<file path="config.mk">
export PLATFORM = sky130hd
export DESIGN_NAME = mcpu_flat
export DESIGN_NICKNAME = d
export VERILOG_FILES = /design/src/rtl/mcpu_if.sv /design/src/rtl/mcpu.sv /design/src/flat_wrapper.sv
export SDC_FILE = /design/constraint.sdc
export NUM_CORES = 2
export LEC_CHECK = 0
export ABC_CLOCK_PERIOD_IN_PS = 5300
export CAP_MARGIN = 20
export CORE_MARGIN = 2
export CORE_UTILIZATION = 48
export CTS_BUF_LIST = sky130_fd_sc_hd__clkbuf_8
export DETAILED_ROUTE_END_ITERATION = 10
export PLACE_DENSITY = 0.65
export REMOVE_ABC_BUFFERS = 1
export SLEW_MARGIN = 25
export SYNTH_ARGS = -nofsm -noshare
export SYNTH_HDL_FRONTEND = slang
export SYNTH_SLANG_ARGS = --single-unit
</file>
<file path="constraint.sdc">
create_clock -name clk -period 5.3 [get_ports clk]
set_input_delay 1.06 -clock clk [delete_from_list [all_inputs] [get_ports clk]]
set_output_delay 1.06 -clock clk [all_outputs]
set_load 0.05 [all_outputs]
</file>
<file path="src/rtl/mcpu_if.sv">
// mcpu_if: shared instruction/data MIO bus between the
// core (master) and the bus bridge or memory (slave).
interface mcpu_if;
  logic [31:0] Data_in;
  logic [31:0] Addr_out;
  logic [31:0] Data_out;
  logic        MIO_ready;
  logic        mem_w;
  logic        CPU_MIO;

  modport master (
    input  Data_in, MIO_ready,
    output Addr_out, Data_out, mem_w, CPU_MIO
  );

  modport slave (
    output Data_in, MIO_ready,
    input  Addr_out, Data_out, mem_w, CPU_MIO
  );
endinterface

</file>
<file path="src/rtl/mcpu.sv">
// mcpu: multi-cycle MIPS-subset core on one shared,
// variable-latency MIO bus, with vectored interrupt and eret.
module mcpu #(
  parameter logic [31:0] RESET_PC   = 32'h0000_0000,
  parameter logic [31:0] INT_VECTOR = 32'h0000_0004
) (
  input  logic        clk,
  input  logic        reset,
  input  logic        INT,
  mcpu_if.master      bus,
  output logic [31:0] PC_out,
  output logic [2:0]  state_out
);
  typedef enum logic [2:0] {
    S_IF  = 3'd0,
    S_ID  = 3'd1,
    S_EX  = 3'd2,
    S_MEM = 3'd3,
    S_WB  = 3'd4,
    S_INT = 3'd5
  } state_t;

  localparam logic [5:0] OP_R    = 6'h00;
  localparam logic [5:0] OP_J    = 6'h02;
  localparam logic [5:0] OP_JAL  = 6'h03;
  localparam logic [5:0] OP_BEQ  = 6'h04;
  localparam logic [5:0] OP_BNE  = 6'h05;
  localparam logic [5:0] OP_ADDI = 6'h08;
  localparam logic [5:0] OP_SLTI = 6'h0a;
  localparam logic [5:0] OP_ANDI = 6'h0c;
  localparam logic [5:0] OP_ORI  = 6'h0d;
  localparam logic [5:0] OP_LUI  = 6'h0f;
  localparam logic [5:0] OP_LW   = 6'h23;
  localparam logic [5:0] OP_SW   = 6'h2b;

  localparam logic [5:0] FN_JR   = 6'h08;
  localparam logic [5:0] FN_ADD  = 6'h20;
  localparam logic [5:0] FN_ADDU = 6'h21;
  localparam logic [5:0] FN_SUB  = 6'h22;
  localparam logic [5:0] FN_SUBU = 6'h23;
  localparam logic [5:0] FN_AND  = 6'h24;
  localparam logic [5:0] FN_OR   = 6'h25;
  localparam logic [5:0] FN_NOR  = 6'h27;
  localparam logic [5:0] FN_SLT  = 6'h2a;

  localparam logic [31:0] ERET = 32'h4200_0018;

  state_t state, state_nx;

  logic [31:0] pc, ir, a, b, alu_out, mdr, epc;
  logic        ie;
  logic [31:0] rf [32];

  logic [5:0]  op, fn;
  logic [4:0]  rs, rt, rd;
  logic [31:0] sx, zx, opb, alu_y;
  logic [31:0] rs_val, rt_val, j_tgt;

  assign op = ir[31:26];
  assign fn = ir[5:0];
  assign rs = ir[25:21];
  assign rt = ir[20:16];
  assign rd = ir[15:11];
  assign sx = {{16{ir[15]}}, ir[15:0]};
  assign zx = {16'h0000, ir[15:0]};
  assign j_tgt = {pc[31:28], ir[25:0], 2'b00};

  assign rs_val = (rs == 5'd0) ? 32'd0 : rf[rs];
  assign rt_val = (rt == 5'd0) ? 32'd0 : rf[rt];

  logic is_r, is_jr, r_alu, i_alu;
  logic is_lw, is_sw, is_beq, is_bne;
  logic is_j, is_jal, is_eret, to_ex;
  logic f_add, f_sub, f_and, f_or;
  logic f_nor, f_slt, f_lui;
  logic take_int, br_take;

  assign is_r    = op == OP_R;
  assign is_jr   = is_r && fn == FN_JR;
  assign is_lw   = op == OP_LW;
  assign is_sw   = op == OP_SW;
  assign is_beq  = op == OP_BEQ;
  assign is_bne  = op == OP_BNE;
  assign is_j    = op == OP_J;
  assign is_jal  = op == OP_JAL;
  assign is_eret = ir == ERET;

  assign f_add = (is_r && (fn == FN_ADD || fn == FN_ADDU))
              || op == OP_ADDI || is_lw || is_sw;
  assign f_sub = is_r && (fn == FN_SUB || fn == FN_SUBU);
  assign f_and = (is_r && fn == FN_AND) || op == OP_ANDI;
  assign f_or  = (is_r && fn == FN_OR) || op == OP_ORI;
  assign f_nor = is_r && fn == FN_NOR;
  assign f_slt = (is_r && fn == FN_SLT) || op == OP_SLTI;
  assign f_lui = op == OP_LUI;

  assign r_alu = is_r && (f_add || f_sub || f_and
              || f_or || f_nor || f_slt);
  assign i_alu = op == OP_ADDI || op == OP_ANDI
              || op == OP_ORI || op == OP_SLTI || f_lui;
  assign to_ex = r_alu || i_alu || is_lw || is_sw
              || is_beq || is_bne;

  assign take_int = state == S_IF && INT && ie;
  assign br_take  = (is_beq && a == b) || (is_bne && a != b);

  // andi/ori zero-extend; every other immediate sign-extends
  assign opb = is_r ? b
             : (op == OP_ANDI || op == OP_ORI) ? zx : sx;

  always_comb begin
    alu_y = '0;
    unique case (1'b1)
      f_add:   alu_y = a + opb;
      f_sub:   alu_y = a - opb;
      f_and:   alu_y = a & opb;
      f_or:    alu_y = a | opb;
      f_nor:   alu_y = ~(a | opb);
      f_slt:   alu_y = {31'd0, $signed(a) < $signed(opb)};
      f_lui:   alu_y = {ir[15:0], 16'h0000};
      default: alu_y = '0;
    endcase
  end

  always_ff @(posedge clk) begin
    if (reset) state <= S_IF;
    else       state <= state_nx;
  end

  always_comb begin
    state_nx     = state;
    bus.CPU_MIO  = 1'b0;
    bus.mem_w    = 1'b0;
    bus.Addr_out = '0;
    bus.Data_out = '0;
    unique case (state)
      S_IF: begin
        if (take_int) begin
          state_nx = S_INT;
        end else begin
          bus.CPU_MIO  = 1'b1;
          bus.Addr_out = pc;
          if (bus.MIO_ready) state_nx = S_ID;
        end
      end
      S_ID: state_nx = to_ex ? S_EX : S_IF;
      S_EX: begin
        if (is_lw || is_sw)        state_nx = S_MEM;
        else if (is_beq || is_bne) state_nx = S_IF;
        else                       state_nx = S_WB;
      end
      S_MEM: begin
        bus.CPU_MIO  = 1'b1;
        bus.Addr_out = alu_out;
        bus.mem_w    = is_sw;
        bus.Data_out = is_sw ? b : '0;
        if (bus.MIO_ready) state_nx = is_lw ? S_WB : S_IF;
      end
      S_WB:    state_nx = S_IF;
      S_INT:   state_nx = S_IF;
      default: state_nx = S_IF;
    endcase
    // reset abandons any bus transaction immediately
    if (reset) begin
      bus.CPU_MIO  = 1'b0;
      bus.mem_w    = 1'b0;
      bus.Addr_out = '0;
      bus.Data_out = '0;
    end
  end

  always_ff @(posedge clk) begin
    if (reset) begin
      pc      <= RESET_PC;
      ir      <= '0;
      a       <= '0;
      b       <= '0;
      alu_out <= '0;
      mdr     <= '0;
      epc     <= '0;
      ie      <= 1'b1;
    end else begin
      unique case (state)
        S_IF: begin
          if (!take_int && bus.MIO_ready) begin
            ir <= bus.Data_in;
            pc <= pc + 32'd4;
          end
        end
        S_ID: begin
          a       <= rs_val;
          b       <= rt_val;
          alu_out <= pc + {sx[29:0], 2'b00};
          unique case (1'b1)
            is_j, is_jal: pc <= j_tgt;
            is_jr:        pc <= rs_val;
            is_eret: begin
              pc <= epc;
              ie <= 1'b1;
            end
            default: ;
          endcase
        end
        S_EX: begin
          if (r_alu || i_alu || is_lw || is_sw)
            alu_out <= alu_y;
          if (br_take) pc <= alu_out;
        end
        S_MEM: begin
          if (is_lw && bus.MIO_ready) mdr <= bus.Data_in;
        end
        S_INT: begin
          epc <= pc;
          pc  <= INT_VECTOR;
          ie  <= 1'b0;
        end
        default: ;
      endcase
    end
  end

  logic        rf_we;
  logic [4:0]  rf_wa;
  logic [31:0] rf_wd;

  // jal links in ID, where pc already holds its PC+4
  always_comb begin
    rf_we = 1'b0;
    rf_wa = '0;
    rf_wd = '0;
    if (state == S_ID && is_jal) begin
      rf_we = 1'b1;
      rf_wa = 5'd31;
      rf_wd = pc;
    end else if (state == S_WB) begin
      rf_we = 1'b1;
      rf_wa = is_r ? rd : rt;
      rf_wd = is_lw ? mdr : alu_out;
    end
  end

  always_ff @(posedge clk) begin
    if (!reset && rf_we && rf_wa != 5'd0)
      rf[rf_wa] <= rf_wd;
  end

  assign PC_out    = pc;
  assign state_out = state;
endmodule

</file>
<file path="src/flat_wrapper.sv">
// flat-port wrapper written by rule: the top's interface ports become plain ports
module mcpu_flat 
#(
  parameter logic [31:0] RESET_PC   = 32'h0000_0000,
  parameter logic [31:0] INT_VECTOR = 32'h0000_0004
)
  (clk, reset, INT, PC_out, state_out, bus_Data_in, bus_MIO_ready, bus_Addr_out, bus_Data_out, bus_mem_w, bus_CPU_MIO);
  mcpu_if bus_i ();
  input  logic clk;
  input  logic reset;
  input  logic INT;
  output logic [31:0] PC_out;
  output logic [2:0] state_out;
  input wire logic [$bits(bus_i.Data_in)-1:0] bus_Data_in;
  input wire logic [$bits(bus_i.MIO_ready)-1:0] bus_MIO_ready;
  output wire logic [$bits(bus_i.Addr_out)-1:0] bus_Addr_out;
  output wire logic [$bits(bus_i.Data_out)-1:0] bus_Data_out;
  output wire logic [$bits(bus_i.mem_w)-1:0] bus_mem_w;
  output wire logic [$bits(bus_i.CPU_MIO)-1:0] bus_CPU_MIO;
  assign bus_i.Data_in = bus_Data_in;
  assign bus_i.MIO_ready = bus_MIO_ready;
  assign bus_Addr_out = bus_i.Addr_out;
  assign bus_Data_out = bus_i.Data_out;
  assign bus_mem_w = bus_i.mem_w;
  assign bus_CPU_MIO = bus_i.CPU_MIO;
  mcpu #(.RESET_PC(RESET_PC), .INT_VECTOR(INT_VECTOR)) u_core (.clk(clk), .reset(reset), .INT(INT), .bus(bus_i), .PC_out(PC_out), .state_out(state_out));
endmodule
</file>
* Yosys cells after proc, flatten, opt, wreduce, memory -nomap -nowiden *
Memory sizes are Yosys's and may differ from the RTL's. A register that Yosys moved wholly into a read port is not among the register bits.
Index checks and enable logic that the tools add are counted.

word-level totals
  bits of input ports = 36
  register bits after elaboration = 228
  output and inout bits = 101
  latch bits = 0
  RAM bits = 1024
  ROM bits = 0
  word-level logic and storage cells = 163
  memories kept = 1

memory list
  memory     depth  width  rd ports  clocked after memory_dff  write ports  line        source
  u_core.rf  32     32     2         2                         1            mcpu.sv:52  logic [31:0] rf [32];

operators by class
  div/mod/pow operators = 0
  equality and inequality tests = 37
  reduce and logical (&&, ||, !) cells = 61
  bitwise operators = 3
  multipliers = 0
  magnitude comparators = 1
  shift operators = 0
  multiplexer cells = 46
  add/sub/neg operators = 4

operator list
  cell                   count
  $mux 32                15
  $pmux 32 s7            1
  $pmux 32 s2            2
  $pmux 32 s4            1
  $pmux 32 s3            1
  $add 32x32->32         2
  $eq 6x6->1 const B     10
  $eq 6x4->1 const B     6
  $mux 5                 7
  $add 32x3->32 const B  1
  $and 32x32->32         1
  $eq 32x31->1 const B   1
  $eq 32x32->1           1
  $lt 32x32->1           1
  $ne 32x32->1           1
  $not 32->32            1
  $or 32x32->32          1
  $sub 32x32->32         1
  $logic_or 1x1->1       26
  $mux 3                 6
  $logic_and 1x1->1      17
  $eq 6x2->1 const B     2
  $eq 6x3->1 const B     2
  $pmux 3 s4             1
  other kinds (22)       44

* Longest topological paths before layout *
  word-level depth = 19
  depth in mapped cells = 21
  depth with buffers taken out = 17

* Least setup slack after synthesis *
OpenSTA, ideal clock, no wires.

  path kind = register to register
  start point = register u_core.ir[31]
  end point = register u_core.alu_out[26]
  arrival = 4194 ps
  required time = 5168 ps
  stages on the path, launching flop included = 19
  setup time = 132 ps
  slack = 975 ps
  period minus slack after synthesis = 4325 ps
  buffers on the path = 3
  path through = dfxtp_1 -> clkbuf_1 -> nor4_2 -> and2_1 -> o21a_1 -> clkbuf_1 -> o21a_1 -> inv_1 -> ha_1 -> clkbuf_1 -> or4_1 -> a21oi_1 -> o21ai_0 -> a31o_2 -> o31a_1 -> xnor2_1 -> a221o_1 -> a22oi_1 -> nor3_1

on the way
  cells in the longest elaborated chain, start to end = 16

ends and longest elaborated chain
  item                                                     line         source
  from (decl)                                              mcpu.sv:50   logic [31:0] pc, ir, a, b, alu_out, mdr, epc;
  from (signal assigned)                                   mcpu.sv:186  ir <= bus.Data_in;
  branches (longest 16 deep; another with $sub 32x32->32)  -
  to (signal assigned)                                     mcpu.sv:193  alu_out <= pc + {sx[29:0], 2'b00};
  to (signal assigned)                                     mcpu.sv:206  alu_out <= alu_y;
  to (decl)                                                mcpu.sv:50

Parallel ways; which one is timed is not known. The select of a mux whose other input is x is not followed.
A chain may end at the register's enable or synchronous reset.

* Worst setup path after layout *
  start point = register u_core.ir[30]
  end point = output bus_mem_w

on the way
  cells in the longest elaborated chain, start to end = 3

ends and longest elaborated chain
  item        line                source
  $eq 6x6->1  mcpu.sv:81          assign is_sw = op == OP_SW;
  $mux 1      mcpu.sv:136         unique case (state)
  $mux 1      mcpu.sv:164         if (reset) begin
  to (decl)   flat_wrapper.sv:18  output wire logic [$bits(bus_i.mem_w)-1:0] bus_mem_w;

Every way passes these cells.

==> summary.txt <==
STA
  – Unrepaired setup endpoints after global routing: false
  – Final Max Slew Viols: 0
  – Tmin final: 5.00 ns
  – Worst-Margin Slew: 1.11 ns
  – Setup ws final: 0.304 ns
  – Fmax: 200 MHz
  – Clk_skew: 0.0513 ns
  – Setup TNS: 0 ns
  – Tcrit/Tclk final: 0.943
  – Hold slack: 0.454 ns
  – Final Hold Vio Count: 0
  – Worst rel slew slack: 0.258
  – # setup viols final: 0

Synthesis
  – Ys flop type: edfxtp_1
  – Synth top area cells: edfxtp_1 (47%), mux4_2 (22%), dfxtp_1 (7.3%), ha_1 (2.9%), nand2_1 (2.7%)
  – Commonest cells in the netlist: edfxtp_1 (1024), mux4_2 (640), nand2_1 (475)
  – Syn. warnings: 0
  – Count leader, synth: edfxtp_1
  – Share of the yosys chip area belonging to registers: 0.543
  – Library cells used by synthesis: 90
  – Largest area contributor in the netlist: edfxtp_1
  – Post-Syn Instances: 4551
  – Post-synth EDFFs: 1024
  – Synth Cell Area: 0.0654 mm2
  – Seq cells post-synth: 1262
  – Top cell type's share of synthesized area: 0.470
  – Ys async rst share: 0
  – Mapped Avg Cell Area: 14.4 um2

Setup path
  – Worst flop-to-flop path endpoint: u_core.alu_out[31]
  – Buf+Inv Stages, Crit Path: 2
  – Worst Setup SP: u_core.ir[30]
  – Crit path largest cell delay: 0.92 ns
  – CP Capture Type: output port
  – Levels on crit path: 6
  – Worst-case reg-to-reg path depth: 17
  – Critical Path Sink: bus_mem_w
  – Setup slack, reg-to-reg: 0.42 ns
  – Worst-path fanout max: 33
  – Worst Setup Start Kind: flop
  – Arrival @ worst endpoint: 3.94 ns
  – Reg2Reg Launch Point: u_core.ir[26]
  – CP max stage cell: clkdlybuf4s50_1
  – CP Cell Sequence: nand2b_1 > nor2_1 > nand3_1 > nor4b_2 > buf_4 > clkdlybuf4s50_1
  – CP delay by family, top: buffers and inverters
  – Required @ worst endpoint: 4.24 ns
  – Worst Setup Path Type: reg2out

Global route
  – Vias in the first global route: 44748
  – Initial antenna violation count: 18
  – First-pass GRT wire length: 337000 um
  – Pin count of the biggest net entering global routing: 141
  – Tot GR Track Use: 0.344
  – Grt total ovfl: 0

Finish
  – Fillers: 10781
  – Final Core Density: 0.552
  – Area grow syn2layout: 14.3%
  – Finished layout cell area: 0.0747 mm2
  – Share of cells above drive strength 1: 0.269
  – Layout Nets: 5012
  – Final non-filler cell total: 6788

Clock network
  – Worst-path clk slew: 0.06 ns
  – Number of hold buffers added after cts: 0
  – CTS tree: done
  – Clock Tree Buf Depth: 3
  – Latest clock arrival within the worst-skew pair: 0.98 ns
  – H-tree level count: 4
  – CTS sink count: 1262
  – Post-CTS Setup Bufs: 0
  – CTS root buf: clkbuf_8
  – TritonCTS Buffers: 205
  – # resized after CTS: 0

Worst hold path
  – Hold path startpoint: u_core.mdr[28]
  – Worst Hold Class: reg2reg

Drt
  – First-pass DRT Iterations: 6
  – Initial DRC Count: 6961
  – DRC Markers: 0
  – Drt total wl: 241000 um
  – Routed Antenna Nets: 0
  – Avg WL per Cell: 35.6 um
  – DR vias/cell: 6.81
  – Vias: 46255

Power
  – Tot Pwr: 23.2 mW
  – Maximum vdd drop: 0.200 mV
  – Leak: 26.1 nW
  – Pwr dens: 310 mW/mm2

Die
  – # IOs: 137
  – Width of the die: 373 um
  – Initial Util: 0.483
  – FP Rows: 135
  – Die area: 0.139 mm2
  – Core area: 0.135 mm2
  – Die height: 373 um

Placement
  – Cell Area, Placed: 0.0707 mm2
  – # port buffers: 136
  – Inst Count DP: 6395
  – Post-detail-place hpwl: 159000 um
  – Worst Setup Slack post-DPL: 0.497 ns
  – GP Congestion: 0.990

Job
  – Max Cap Viol: 0

Run status
  – Outcome: complete, no violations
[cell type report]
type / count / area (um2) / area share
Antenna cell: 13 / 32.5 / 0.000435
Clock buffer: 229 / 3150 / 0.0422
Clock inverter: 150 / 783 / 0.0105
Inverter: 105 / 394 / 0.00527
Multi-Input combinational cell: 2892 / 28900 / 0.387
Sequential cell: 1262 / 35500 / 0.476
Tap cell: 1781 / 2230 / 0.0298
Timing Repair Buffer: 356 / 3680 / 0.0493
[registers in the layout, summed over array words and instances, names as in the netlist, named ones only]
name              count
u_core.state_out      3
u_core.alu_out       32
u_core.PC_out        32
u_core.mdr           32
u_core.rf          1024
u_core.b             32
u_core.epc           32
u_core.ir            32
u_core.a             32
u_core.ie             1
[report_power, final]
part / internal, mW / total, mW / switching [mW]
registers: 10.7 / 11.1 / 0.351
logic: 1.43 / 3.84 / 2.41
clock network: 4.09 / 8.26 / 4.17
[logic make-up after synthesis]
| group | count (synthesis) | share of synthesized area |
|---|---|---|
| AO/OA/AOI/OAI | 818 | 0.0815 |
| XOR/XNOR | 98 | 0.0131 |
| adder cells (fa/ha/maj) | 154 | 0.0298 |
| buffers and inverters | 428 | 0.0256 |
| flip-flops | 1262 | 0.543 |
| multiplexers | 744 | 0.237 |
| other | 1 | 0.0000573 |
| AND/OR/NAND/NOR | 1046 | 0.0702 |
[cells in the final DEF, fill, tap and decap left out, types with 18 or more instances in the layout]
master	Yosys	layout
a211oi_1	36	36
a21o_1	36	36
a21oi_1	300	300
a221oi_1	41	41
a22oi_1	78	78
and2_1	36	37
and3_1	24	23
buf_12	0	63
buf_4	4	219
clkbuf_8	0	230
clkdlybuf4s50_1	0	71
clkinv_1	2	27
clkinv_2	0	22
conb_1	1	32
dfxtp_1	238	228
edfxtp_1	1024	1024
ha_1	151	151
inv_1	103	190
mux2_2	21	21
mux2i_1	83	83
mux4_2	640	640
nand2_1	475	471
nand3_1	43	43
nor2_1	294	254
nor2_4	0	38
nor3_1	55	53
nor4_1	19	18
o211ai_1	22	22
o21a_1	36	36
o21ai_0	120	88
o21ai_2	1	21
xnor2_1	46	46
xor2_1	52	52
[worst min-delay path, delay by kind of cell, from the launching register on]
family	cells	cell delay, ns
and+or+nand+nor	1	0.05
DFF	1	0.30
AOI/OAI and AO/OA	1	0.05
[how the worst min path moves through the flow]
stage                                end  slack [ns]  cells after the start
final                     u_core.mdr[28]        0.45                      2
after global routing                flop        0.47                      2
after CTS                    u_core.a[4]        0.44                      2
after detailed placement  u_core.epc[16]        0.45                      2
after global placement    u_core.epc[10]        0.44                      2
after floorplan           u_core.epc[12]        0.43                      2
[per-layer routing]
metal	share of wire	GRT usage	vias up
met5	0.000050	0	-
met4	0.048	0.153	2
li1	-	-	18649
met1	0.38	0.484	23734
met3	0.12	0.0763	561
met2	0.45	0.515	3309
Note: power is estimated with default switching activity, not from simulation.
